**config.mk**
```make
export PLATFORM = sky130hd
export DESIGN_NAME = dekodier_steuerwerk
export DESIGN_NICKNAME = d
export VERILOG_FILES = /design/src/rtl/dekodier_steuerwerk.sv
export SDC_FILE = /design/constraint.sdc
export NUM_CORES = 1
export LEC_CHECK = 0
export CORE_MARGIN = 1
export CORE_UTILIZATION = 45
export DETAILED_ROUTE_END_ITERATION = 8
export HOLD_SLACK_MARGIN = 0.1
export SETUP_SLACK_MARGIN = 0.3
export SYNTH_ARGS = -nofsm -noshare
export SYNTH_HDL_FRONTEND = slang
export SYNTH_SLANG_ARGS = --single-unit
```
**constraint.sdc**
```tcl
create_clock -name Clock -period 12.7 [get_ports Clock]
set_input_delay 2.54 -clock Clock [delete_from_list [all_inputs] [get_ports Clock]]
set_output_delay 2.54 -clock Clock [all_outputs]
set_load 0.03 [all_outputs]
```
**src/rtl/dekodier_steuerwerk.sv**
```systemverilog
// dekodier_steuerwerk: issue sequencer between fetch, decoder and execute
//   Accepts fetched words, holds the decoded instruction until its source and
//   target registers are free in a REG_ANZAHL-entry scoreboard, issues it, and
//   blocks fetch while a jump is unresolved.
//   Optional macro STALL_ZAEHLER_EN adds a saturating stall-cycle counter.
// Ports:
//   Clock, Reset               clock; synchronous active-low reset
//   InstruktionGueltig         fetch presents a valid word
//   FetchBereit                controller can accept a word this cycle
//   DekodierSignal             decoder latches the word at this edge
//   QuellRegister1/2, ZielRegister   decoder register indices
//   LoadBefehl .. BedingterSprungBefehl   decoder class flags
//   AusfuehrenSignal           one-cycle issue pulse to execute
//   Stall                      decoded instruction held by a hazard
//   RueckschreibGueltig/Register     writeback clears a scoreboard entry
//   SprungAufgeloest           execute resolved the outstanding jump
//   StallAnzahl                stall-cycle count (STALL_ZAEHLER_EN only)
module dekodier_steuerwerk #(
    parameter int REG_ANZAHL = 64,
    parameter int ZAEHLER_BREITE = 32,
    localparam int IW = $clog2(REG_ANZAHL)
) (
    input  logic          Clock,
    input  logic          Reset,
    input  logic          InstruktionGueltig,
    output logic          FetchBereit,
    output logic          DekodierSignal,
    input  logic [IW-1:0] QuellRegister1,
    input  logic [IW-1:0] QuellRegister2,
    input  logic [IW-1:0] ZielRegister,
    input  logic          LoadBefehl,
    input  logic          StoreBefehl,
    input  logic          JALBefehl,
    input  logic          UnbedingterSprungBefehl,
    input  logic          BedingterSprungBefehl,
    output logic          AusfuehrenSignal,
    output logic          Stall,
    input  logic          RueckschreibGueltig,
    input  logic [IW-1:0] RueckschreibRegister,
    input  logic          SprungAufgeloest
`ifdef STALL_ZAEHLER_EN
    ,
    output logic [ZAEHLER_BREITE-1:0] StallAnzahl
`endif
);
    typedef enum logic [1:0] {BEREIT, DEKODIERT, SPRUNG} zustandT;
    zustandT zustand;
    logic [REG_ANZAHL-1:0] belegt, belegtEff, loeschMaske, setzMaske;
    logic hazard, sprung, reserviert;
    logic unusedLoad;
    assign unusedLoad = LoadBefehl;
    always_comb begin
        // The writeback clear is bypassed so an instruction can issue in the writeback cycle
        loeschMaske = RueckschreibGueltig ? (REG_ANZAHL'(1) << RueckschreibRegister) : '0;
        belegtEff = belegt & ~loeschMaske;
        hazard = belegtEff[QuellRegister1] | belegtEff[QuellRegister2] | belegtEff[ZielRegister];
        sprung = UnbedingterSprungBefehl | BedingterSprungBefehl;
        FetchBereit = Reset && zustand == BEREIT;
        DekodierSignal = FetchBereit && InstruktionGueltig;
        Stall = Reset && zustand == DEKODIERT && hazard;
        AusfuehrenSignal = Reset && zustand == DEKODIERT && !hazard;
        // Stores and plain jumps write no register; JAL reserves its link register
        reserviert = AusfuehrenSignal && ZielRegister != '0 && !StoreBefehl && !(sprung && !JALBefehl);
        setzMaske = reserviert ? (REG_ANZAHL'(1) << ZielRegister) : '0;
    end
    always_ff @(posedge Clock) begin
        if (!Reset) begin
            zustand <= BEREIT;
            belegt <= '0;
        end else begin
            belegt <= belegtEff | setzMaske;
            zustand <= zustand == BEREIT ? (InstruktionGueltig ? DEKODIERT : BEREIT)
                     : zustand == DEKODIERT ? (hazard ? DEKODIERT : sprung ? SPRUNG : BEREIT)
                     : SprungAufgeloest ? BEREIT : SPRUNG;
        end
    end
`ifdef STALL_ZAEHLER_EN
    logic [ZAEHLER_BREITE-1:0] zaehler;
    always_ff @(posedge Clock) begin
        if (!Reset)
            zaehler <= '0;
        else if (Stall && !(&zaehler))
            zaehler <= zaehler + ZAEHLER_BREITE'(1);
    end
    assign StallAnzahl = Reset ? zaehler : '0;
`else
    logic [ZAEHLER_BREITE-1:0] unusedZaehler;
    assign unusedZaehler = '0;
`endif
endmodule

```
## Yosys cells after proc, flatten, opt, wreduce, memory -nomap -nowiden

Cells that the tools add are included.

- $lt $le $gt $ge: 3
- Eq/ne operators: 1
- Shift operators: 2
- Multiplexer cells: 14
- Bitwise logic cells: 6
- Reduce and logical (&&, ||, !) cells: 15

Operator list:

| operator | number |
|---|---|
| 64-bit two-way mux | 2 |
| 1-bit by 6-bit << shifter with 64-bit output (first input constant) | 2 |
| 64-bit AND | 1 |
| 64-bit inverter | 1 |
| 64-bit bitwise OR | 1 |
| 6-bit by 7-bit < comparator with 1-bit output (second input constant) | 3 |
| 1-bit binary-select mux with 6-bit select | 3 |
| 2-bit two-way mux | 5 |
| 1-bit logical AND | 9 |
| 6-bit nonzero test | 1 |
| 1-bit zero test | 4 |
| 1-bit two-way mux | 4 |
| 1-bit bitwise OR | 3 |
| 2-bit by 1-bit equality test with 1-bit output (second input constant) | 1 |
| 2-bit zero test | 1 |

- Register bits: 66
- Input bits: 34
- Output and inout bits: 4
- Word-level logic and storage cells: 43

## Longest topological paths before layout

Gate-level depths: netlist of run 1.

- Word-level depth: 15
- Gate-level depth with buffers: 13
- Depth with buffers taken out: 9

## Worst setup path before layout of run 1

Ideal clock, no wire load.

- Path kind: input -> output
- Start point: input RueckschreibRegister[3]
- End point: output AusfuehrenSignal
- Data arrival time: 5.748 ns
- Data required time: 10.160 ns
- Slack: 4.412 ns
- Stages: 11
- Path buffers: 3
- Cells stage by stage: buf_2 -> or4b_4 -> o21a_1 -> mux4_2 -> o221a_1 -> nor3_2 -> a221oi_1 -> or3_1 -> clkbuf_1 -> clkbuf_1 -> nor3_1

- Word-level cells in the longest chain between the ends: 10

Ends and longest elaborated chain:

| what | RTL line | text |
|---|---|---|
| start: declaration | 39 | `input logic [IW-1:0] RueckschreibRegister,` |
| 1-bit by 6-bit << shifter with 64-bit output (*) | 54 | `loeschMaske = RueckschreibGueltig ? (REG_ANZAHL'(1) << RueckschreibRegister) : '0;` |
| 64-bit two-way mux (*) | 54 |  |
| 64-bit inverter (*) | 55 | `belegtEff = belegt & ~loeschMaske;` |
| 64-bit AND (*) | 55 |  |
| 1-bit binary-select mux with 6-bit select | 56 | `hazard = belegtEff[QuellRegister1] \| belegtEff[QuellRegister2] \| belegtEff[ZielRegister];` |
| 1-bit two-way mux (implied by the code) | 56 |  |
| 1-bit bitwise OR | 56 |  |
| 1-bit bitwise OR (*) | 56 |  |
| 1-bit zero test (*) | 61 | `AusfuehrenSignal = Reset && zustand == DEKODIERT && !hazard;` |
| 1-bit logical AND (*) | 61 |  |
| end: declaration | 36 | `output logic AusfuehrenSignal,` |

Mark *: on every way between the ends. The rest lies on a longest branch, timed or not. The select of a mux whose other input is x is not followed.

## Worst setup path in the final report of run 1

- Start point: input RueckschreibRegister[3]
- End point: output Stall

- Word-level cells in the longest chain between the ends: 9

Ends and longest elaborated chain:

| what | RTL line | text |
|---|---|---|
| 1-bit by 6-bit << shifter with 64-bit output (*) | 54 |  |
| 64-bit two-way mux (*) | 54 |  |
| 64-bit inverter (*) | 55 |  |
| 64-bit AND (*) | 55 |  |
| 1-bit binary-select mux with 6-bit select | 56 |  |
| 1-bit two-way mux (implied by the code) | 56 |  |
| 1-bit bitwise OR | 56 |  |
| 1-bit bitwise OR (*) | 56 |  |
| 1-bit logical AND (*) | 60 | `Stall = Reset && zustand == DEKODIERT && hazard;` |
| end: declaration | 37 | `output logic Stall,` |

Marks and branches as above.

==> results of run 1 <==
==> layout by cell type, fill, tap and decap left out, types with 14 or more instances in the layout <==
master	synthesis	layout
o21ai_0	67	67
dfxtp_1	66	66
nand2_1	63	63
nor2_1	57	57
clkdlybuf4s50_1	0	36
nand3_1	24	24
nand4_1	22	22
o22ai_2	21	21
mux4_2	19	19
nor3_1	18	18
o21a_1	17	17
o21ai_1	15	15
buf_4	0	14
==> cell families after synthesis <==
| family | Yosys count | share of synthesized area, % |
|---|---|---|
| and+or+nand+nor | 261 | 26.6 |
| buffers and inverters | 67 | 5.48 |
| AOI/OAI and AO/OA | 234 | 32.3 |
| muxes | 30 | 10.3 |
| DFF | 66 | 25.3 |
==> flip-flops by register name (all words and copies together) (netlist names) <==
| name | count |
|---|---|
| zustand | 2 |
| belegt | 64 |
==> Yosys cell counts, types with 5 or more instances <==
cell type,count,area (um^2)
o21ai_0,67,335
dfxtp_1,66,1320
nand2_1,63,236
nor2_1,57,214
clkbuf_1,44,165
nand3_1,24,120
nand4_1,22,138
o22ai_2,21,263
mux4_2,19,428
nor3_1,18,90.1
o21a_1,17,128
o21ai_1,15,75.1
a211oi_1,14,105
o21bai_1,13,97.6
o22ai_1,13,81.3
nand4b_1,12,105
or2_2,12,75.1
mux2i_1,10,100
o21ai_2,9,78.8
a21oi_1,8,40.0
nand2b_1,8,50.1
nor2b_1,7,43.8
buf_1,6,22.5
o211ai_1,6,45.0
a22oi_1,5,37.5
a31oi_1,5,31.3
a32oi_1,5,43.8
nand3b_1,5,37.5
o2111ai_1,5,43.8
==> where the power goes <==
part	internal (mW)	total [mW]	switching [mW]
clock	0.156	0.247	0.0911
sequential	0.208	0.208	0.000307
combinational	0.0331	0.0993	0.0661
==> cell type report <==
type,instances,share of cell area (%)
multi-input cells,525,61.3
repair buffers,50,7.88
inverters,9,0.572
diodes,1,0.0424
clock inverters,3,0.678
clock buffers,12,4.17
well taps,140,2.97
flip-flops and latches,66,22.4
==> critical path: cells and delay by family <==
family                 cells  cell delay [ps]
buffers and inverters      2             1300
muxes                      3             1310
and+or+nand+nor            4             1290
AOI/OAI and AO/OA          1              660
==> per-layer routing <==
layer	GRT usage, %	vias up	routed length (um)
li1	-	2555	-
met1	49.8	2792	8420
met2	53.9	389	9070
met3	6.64	53	2370
met4	15.1	0	824
met5	0	-	0
==> path summary, 6_finish.rpt <==
path | slack (ps) | depth (start not counted) | to
setup / recovery | 3050 | 10 | Stall
hold / removal | 490 | 2 | zustand[1]
setup reg to reg | 8990 | 9 | belegt[62]
hold reg to reg | 490 | 2 | zustand[1]
==> out/metrics.csv, run 1 <==
metric;value;unit
gr-usage-all-layers;35.7;%
grt_remaining_overflow;0;
power_density;93.8;nW/um^2
p_leak;1.79;nW
worst_hold_slack;489;ps
cp_data_arrival_time;7110;ps
path_max_fanout;24;
synth_area_per_cell;7.94;um^2
final_hold_viol_count;0;
num_io_pins;38;
place_ws;3170;ps
antenna_found_initial;0;
cts_setup_buffers;0;
finalMaxSlewViolations;0;
wl_per_cell;25.7;um
fillCellCount;1085;
worstPathRequired;10160;ps
grt_pass1_vias;5210;
clkTransAtPathRegs;50;ps
r2r_start;belegt[10];
clk_latency;340;ps
yosysWarningCount;0;
cts.repair.resized;0;
synthCells;658;
dp_hpwl;14900;um
hp-class;flip-flop to flip-flop;
cts_hold_buf;0;
root_buffer;clkbuf_16;
layout.nets;695;
fp-row-count;38;
grt_max_degree;57;
via_count;5789;
critPathMaxStageDelay;730;ps
drive_gt1_share;15.0;%
slowest_stage;or4b_1;
clockBufferDepth;2;
place_area;5620;um^2
yosysUniqueCellTypes;72;
cts.sinks;66;
globalplace.congestion;0.936;
fmax;104;MHz
total_power;0.554;mW
area_growth;13.1;%
fin_crit_sh;76.0;%
die_w;110;um
port_buffers;36;
firstDrtPassIters;5;
yosysSeqAreaShare;25.3;%
crit_path_start;RueckschreibRegister[3];
critPathKind;input pin to primary output;
cts_buffers;9;
synth_ff_type;dfxtp_1;
cts_tree;built;
drtAntennaViolNets;0;
endpoint_kind;primary output;
timing.final.crit_period;9650;ps
dieArea;12000;um^2
grt_pass1_wl;31200;um
cap_violations;0;
synth-edff-count;0;
final_cell_count_no_fill;806;
async_flop_share;0;%
netlist_area;5220;um^2
die_y;110;um
start_kind;input pin;
outcome;finished, final reports clean;
rsz0062_at_grt;no;
drc;0;
dp_cells;790;
critical_path.cell_chain;clkdlybuf4s50_1 -> or4b_1 -> o21ai_0 -> mux4_2 -> mux4_2 -> mux2_2 -> nor2_1 -> nor4_1 -> nor2_1 -> clkdlybuf4s50_1;
vdd_ir_drop_max;78.4;uV
finalSetupTns;0;ps
design_area;5910;um^2
setup_viol;0;
wirelength;20700;um
fin_ws;3050;ps
regArea;1320;um^2
drt_iter0_markers;839;
ys_ff_latch;66;
multi_input_area;3620;um^2
routed_via_density;7.18;
clock_skew;4.70;ps
htree_levels;3;
syn_nets;692;
initial_core_util;47.2;%
final_util;53.3;%
relSlewSlack;29.0;%
placeableCoreArea;11100;um^2
min_from;zustand[1];
worst_slew_pin_slew;1060;ps
Power figures use the tool's default switching activity.
==> run 2, diff against run 1 <==
--- a/config.mk
+++ b/config.mk
@@ -9,6 +9,7 @@
 export CORE_UTILIZATION = 45
 export DETAILED_ROUTE_END_ITERATION = 8
 export HOLD_SLACK_MARGIN = 0.1
+export PLACE_DENSITY = 0.66
 export SETUP_SLACK_MARGIN = 0.3
 export SYNTH_ARGS = -nofsm -noshare
 export SYNTH_HDL_FRONTEND = slang
==> constraint.sdc (replaced) <==
create_clock -name Clock -period 8.35 [get_ports Clock]
set_input_delay 1.67 -clock Clock [delete_from_list [all_inputs] [get_ports Clock]]
set_output_delay 1.67 -clock Clock [all_outputs]
set_load 0.03 [all_outputs]
==> run 2 against run 1 <==
  * The run now ends with capacitance limit left
  * First-iteration DRC count grew 13%
  * Via count grew 3.2%
  * Clock skew grew 0.62 ps
  * Combinational power grew 54%
  * Critical path depth grew 2
  * Register-to-register slack lost 4500 ps
  * Wire length grew 1.9%
  * Sequential power grew 52%
  * Critical path type unchanged
  * Largest cell class unchanged
  * Largest power group unchanged
  * Highest routed layer is now met5
==> out/metrics.csv, run 2 (synthesis gave the netlist of run 1 again) <==
metric;value;unit;change
drt_iter0_markers;951;;was 839
top_regs;belegt (64), zustand (2);;unchanged
via_count;5977;;was 5,789
power_density;134;nW/um^2;was 93.8 nW/um^2
cts_tree;built;;unchanged
globalplace.congestion;0.945;;was 0.936
root_buffer;clkbuf_16;;unchanged
violations;capacitance limit;;
endpoint_kind;primary output;;unchanged
largest_reg_flops;64;;unchanged
layout.nets;716;;was 695
timing.final.crit_period;7890;ps;
rsz0062_at_grt;no;;unchanged
initial_core_util;47.2;%;unchanged
fin_crit_sh;94.5;%;
final_common_cell;dfxtp_1;;was o21ai_0
drtAntennaViolNets;0;;unchanged
clkTransAtPathRegs;50;ps;about the same
antenna_found_initial;1;;was 0
area_growth;15.5;%;was 13.1%
place_area;5770;um^2;was 5620 um^2
grt_pass1_vias;5407;;was 5,210
top_register;belegt;;unchanged
gr-usage-all-layers;36.3;%;was 35.7%
clockBufferDepth;2;;unchanged
final_hold_viol_count;0;;unchanged
die_y;110;um;unchanged
fmax;127;MHz;
num_io_pins;38;;unchanged
firstDrtPassIters;6;;was 5
critPathKind;input pin to primary output;;unchanged
wirelength;21100;um;was 20,700 um
worstPathRequired;6680;ps;was 10,160 ps
dp_hpwl;15500;um;was 14,900 um
clk_latency;340;ps;about the same
routed_via_density;7.24;;was 7.18
start_kind;input pin;;unchanged
vdd_ir_drop_max;108;uV;was 78.4 uV
cap_violations;1;;was 0
fp-row-count;38;;unchanged
grt_max_degree;57;;unchanged
final_cell_mix;dfxtp_1, nand2_1, o21ai_0, nor2_1, clkdlybuf4s50_1;;was o21ai_0, dfxtp_1, nand2_1, nor2_1, clkdlybuf4s50_1
grt_pass1_wl;31500;um;was 31,200 um
rr_worst_depth;10;;was 9
placeableCoreArea;11100;um^2;unchanged
wl_per_cell;25.6;um;was 25.7 um
drc;0;;unchanged
htree_levels;3;;unchanged
r2r_start;belegt[10];;unchanged
cp_data_arrival_time;6220;ps;was 7110 ps
finalMaxSlewViolations;0;;unchanged
design_area;6030;um^2;was 5910 um^2
relSlewSlack;0.516;%;was 29.0%
cts.sinks;66;;unchanged
antenna_cells;0;;was 1
drive_gt1_share;17.8;%;was 15.0%
grt_remaining_overflow;0;;unchanged
crit_path_start;RueckschreibRegister[3];;unchanged
die_w;110;um;unchanged
finalSetupTns;0;ps;unchanged
outcome;finished with violations;;was finished, final reports clean
cts_buffers;9;;unchanged
total_power;0.811;mW;was 0.554 mW
critPathCapture;AusfuehrenSignal;;was Stall
setup_viol;0;;unchanged
p_leak;1.87;nW;was 1.79 nW
r2r-end;belegt[54];;was belegt[62]
rrSetupSlack;4470;ps;was 8990 ps
path_max_fanout;16;;was 24
dieArea;12000;um^2;unchanged
worst_slew_pin_slew;1480;ps;was 1060 ps
port_buffers;36;;unchanged
hp-class;flip-flop to flip-flop;;unchanged
clock_skew;5.32;ps;was 4.70 ps
-- run 2: layout make-up --
| class | count | area [um^2] |
|---|---|---|
| inverters | 9 | 33.8 |
| flip-flops and latches | 66 | 1320 |
| well taps | 140 | 175 |
| multi-input cells | 525 | 3620 |
| repair buffers | 71 | 623 |
| fillers | 1070 | 5040 |
| clock buffers | 10 | 239 |
| clock inverters | 4 | 20.0 |
-- run 2: how the worst min path moves through the flow --
stage / cells past startpoint / start / slack, ps / end
CTS: 2 / zustand[1] / 490 / zustand[1]
finish: 2 / zustand[1] / 490 / zustand[1]
global route: 2 / zustand[1] / 510 / zustand[1]
global placement: 2 / zustand[1] / 470 / zustand[1]
floorplan: 2 / zustand[1] / 450 / zustand[1]
detailed placement: 2 / zustand[1] / 480 / zustand[1]
-- run 2: where the power goes --
group / internal (mW) / switching (mW) / total [mW]
clock: 0.203 / 0.139 / 0.342
sequential: 0.316 / 0.000550 / 0.317
combinational: 0.0514 / 0.101 / 0.153
-- run 2: critical path, stage by stage --
cell	delay (ps)
clkdlybuf4s50_1	820
or4b_4	590
o21ai_0	190
buf_4	200
nor2_1	50
o41a_1	330
a221o_1	390
nor4_1	400
a31oi_1	240
or3_1	430
nor3_1	180
clkdlybuf4s50_1	710
-- run 2: timing repair --
action                     CTS  global route
buffers inserted             0             0
setup endpoints to repair    0             1
hold buffers                 0             0
gates resized for setup      0             6
-- run 2: per-layer routing --
layer  routed length (um)  global-route usage [%]  part of all wire (%)  vias to the layer above
li1                     -                       -                     -                     2598
met4                 1030                    19.4                   4.9                        2
met5                   10                       0                 0.047                        -
met1                 8240                    47.5                    39                     2819
met2                 9140                    55.0                    43                      476
met3                 2670                    8.83                    13                       82
-- run 2: metrics by stage --
step	utilization [%]	std cells	hold slack, ps	worst slack (ps)
CTS	54.5	825	488	511
global placement	52.1	811	468	547
floorplan	-	658	454	1800
detailed placement	52.1	811	480	574
finish	54.5	825	485	461
global route	54.5	825	507	330
==> run 3, diff against run 2 <==
--- a/config.mk
+++ b/config.mk
@@ -6,10 +6,9 @@
 export NUM_CORES = 1
 export LEC_CHECK = 0
 export CORE_MARGIN = 1
-export CORE_UTILIZATION = 45
+export CORE_UTILIZATION = 25
 export DETAILED_ROUTE_END_ITERATION = 8
 export HOLD_SLACK_MARGIN = 0.1
-export PLACE_DENSITY = 0.66
 export SETUP_SLACK_MARGIN = 0.3
 export SYNTH_ARGS = -nofsm -noshare
 export SYNTH_HDL_FRONTEND = slang
==> run 3 against run 2 <==
  * The run now ends clean
  * Sequential power barely moved
  * Critical endpoint unchanged
  * Largest cell class unchanged
  * Setup slack improved by 120 ps
  * Critical path depth shrank 2
  * Worst hold slack better by 6.8 ps
  * Largest power group unchanged
==> out/metrics.csv, run 3 (synthesis gave the netlist of run 1 again) <==
metric;value;unit;change
cap_violations;0;;was 1
hold_depth;2;;unchanged
num_io_pins;38;;unchanged
final_cell_mix;o21ai_0, dfxtp_1, nand2_1, nor2_1;;was dfxtp_1, nand2_1, o21ai_0, nor2_1, clkdlybuf4s50_1
cp_data_arrival_time;6100;ps;was 6220 ps
clk_latency;350;ps;was 340 ps
largest_reg_flops;64;;unchanged
critPathMaxStageDelay;810;ps;was 820 ps
htree_levels;3;;unchanged
power_density;139;nW/um^2;was 134 nW/um^2
critPathCapture;AusfuehrenSignal;;unchanged
clkTransAtPathRegs;60;ps;was 50 ps
grt_pass1_vias;5341;;was 5,407
outcome;finished, final reports clean;;was finished with violations
dp_cells;942;;was 811
r2r_start;belegt[13];;was belegt[10]
cpMostUsedCell;clkdlybuf4s50_1;;unchanged
worstPathRequired;6680;ps;about the same
setup_viol;0;;unchanged
r2r-end;belegt[35];;was belegt[54]
cts_hold_buf;0;;unchanged
layout.nets;717;;was 716
cp.depth;10;;was 12
die_w;147;um;was 110 um
grt_max_degree;57;;unchanged
path_max_fanout;16;;unchanged
top_register;belegt;;unchanged
relSlewSlack;25.6;%;was 0.516%
rrSetupSlack;4750;ps;was 4470 ps
routed_via_density;5.98;;was 7.24
clockBufferDepth;2;;unchanged
cts.sinks;66;;unchanged
wirelength;21000;um;was 21,100 um
top_regs;belegt (64), zustand (2);;unchanged
final_cell_count_no_fill;958;;was 825
vdd_ir_drop_max;86.2;uV;was 108 uV
timing.final.crit_period;7770;ps;was 7890 ps
fmax;129;MHz;was 127 MHz
worst_slew_pin_slew;1110;ps;was 1480 ps
root_buffer;clkbuf_16;;unchanged
rsz0062_at_grt;no;;unchanged
endpoint_kind;primary output;;unchanged
firstDrtPassIters;5;;was 6
drt_iter0_markers;701;;was 951
antenna_found_initial;0;;was 1
drc;0;;unchanged
slowest_stage;o21ai_0;;was clkdlybuf4s50_1
cts_buffers;9;;unchanged
finalMaxSlewViolations;0;;unchanged
wl_per_cell;21.9;um;was 25.6 um
drive_gt1_share;18.3;%;was 17.8%
cts_setup_buffers;0;;unchanged
dp_hpwl;15300;um;was 15,500 um
fp-row-count;52;;was 38
rr_worst_depth;8;;was 10
port_buffers;36;;unchanged
grt_pass1_wl;32400;um;was 31,500 um
globalplace.congestion;0.924;;was 0.945
hp-class;flip-flop to flip-flop;;unchanged
die_y;147;um;was 110 um
via_count;5733;;was 5,977
finalSetupTns;0;ps;unchanged
worst-path-buf-inv;2;;was 3
grt_remaining_overflow;0;;unchanged
critical-path-top-delay-family;compound AO/OA/AOI/OAI gates;;was buffers and inverters
critical_path.cell_chain;clkdlybuf4s50_1 -> or4bb_1 -> o21ai_0 -> a31o_2 -> a21oi_1 -> a211oi_1 -> o22ai_1 -> or3_1 -> nor3_1 -> clkdlybuf4s50_1;;was clkdlybuf4s50_1 -> or4b_4 -> o21ai_0 -> buf_4 -> nor2_1 -> o41a_1 -> a221o_1 -> nor4_1 -> a31oi_1 -> or3_1 -> nor3_1 -> clkdlybuf4s50_1
drtAntennaViolNets;0;;unchanged
final_hold_viol_count;0;;unchanged
initial_core_util;25.7;%;was 47.2%
p_leak;1.89;nW;was 1.87 nW
placeableCoreArea;20400;um^2;was 11,100 um^2
worst_hold_slack;492;ps;was 485 ps
start_kind;input pin;;unchanged
dieArea;21500;um^2;was 12,000 um^2
critPathKind;input pin to primary output;;unchanged
clock_skew;7.20;ps;was 5.32 ps
cts.repair.resized;0;;unchanged
crit_path_start;RueckschreibRegister[0];;was RueckschreibRegister[3]
antenna_cells;0;;unchanged
area_growth;19.6;%;was 15.5%
gr-usage-all-layers;19.8;%;was 36.3%
cts_tree;built;;unchanged
fin_crit_sh;93.0;%;was 94.5%
-- run 3: worst min-delay path, delay by kind of cell (launching register included) --
| family | cells | cell delay [ps] |
|---|---|---|
| AND/OR/NAND/NOR | 1 | 60 |
| flip-flops | 1 | 330 |
| AO/OA/AOI/OAI | 1 | 60 |
-- run 3: where the power goes --
part	internal, mW	leakage, nW	switching (mW)	total, mW
clock	0.234	0.146	0.165	0.399
combinational	0.0521	1.21	0.100	0.153
sequential	0.316	0.532	0.000548	0.316
-- run 3: worst min-delay path by stage --
stage                     from         end  slack (ps)
finish              zustand[1]  zustand[1]         490
global route        zustand[1]  zustand[1]         520
CTS                 zustand[1]  zustand[1]         490
detailed placement  zustand[1]  zustand[1]         480
global placement    zustand[1]  zustand[1]         470
floorplan           zustand[1]  zustand[1]         450
-- run 3: layer usage --
layer  track usage (%)  vias to the layer above  wire, um
met5                 0                        -         0
met4              7.92                        0       685
met3              6.16                       41      2500
met2              28.4                      375      8710
met1              27.4                     2708      9110
li1                  -                     2609         -
-- run 3: area by class of cell --
cell class	instances	area (um^2)
Tap cell	270	338
Sequential cell	66	1320
Clock inverter	7	77.6
Clock buffer	9	225
Timing Repair Buffer	72	631
Multi-Input combinational cell	525	3620
Inverter	9	33.8
Fill cell	2169	14100
-- run 3: metrics by stage --
step / utilization (%) / power (mW) / instance area, um^2 / setup WS (ps)
final: 30.7 / 0.868 / 6250 / 584
after global routing: 30.7 / 0.892 / 6250 / 337
after CTS: 30.7 / 0.862 / 6250 / 620
after detailed placement: 29.2 / 0.471 / 5950 / 646
after global placement: 29.2 / 0.472 / 5950 / 615
after floorplan: - / 0.416 / 5220 / 1800
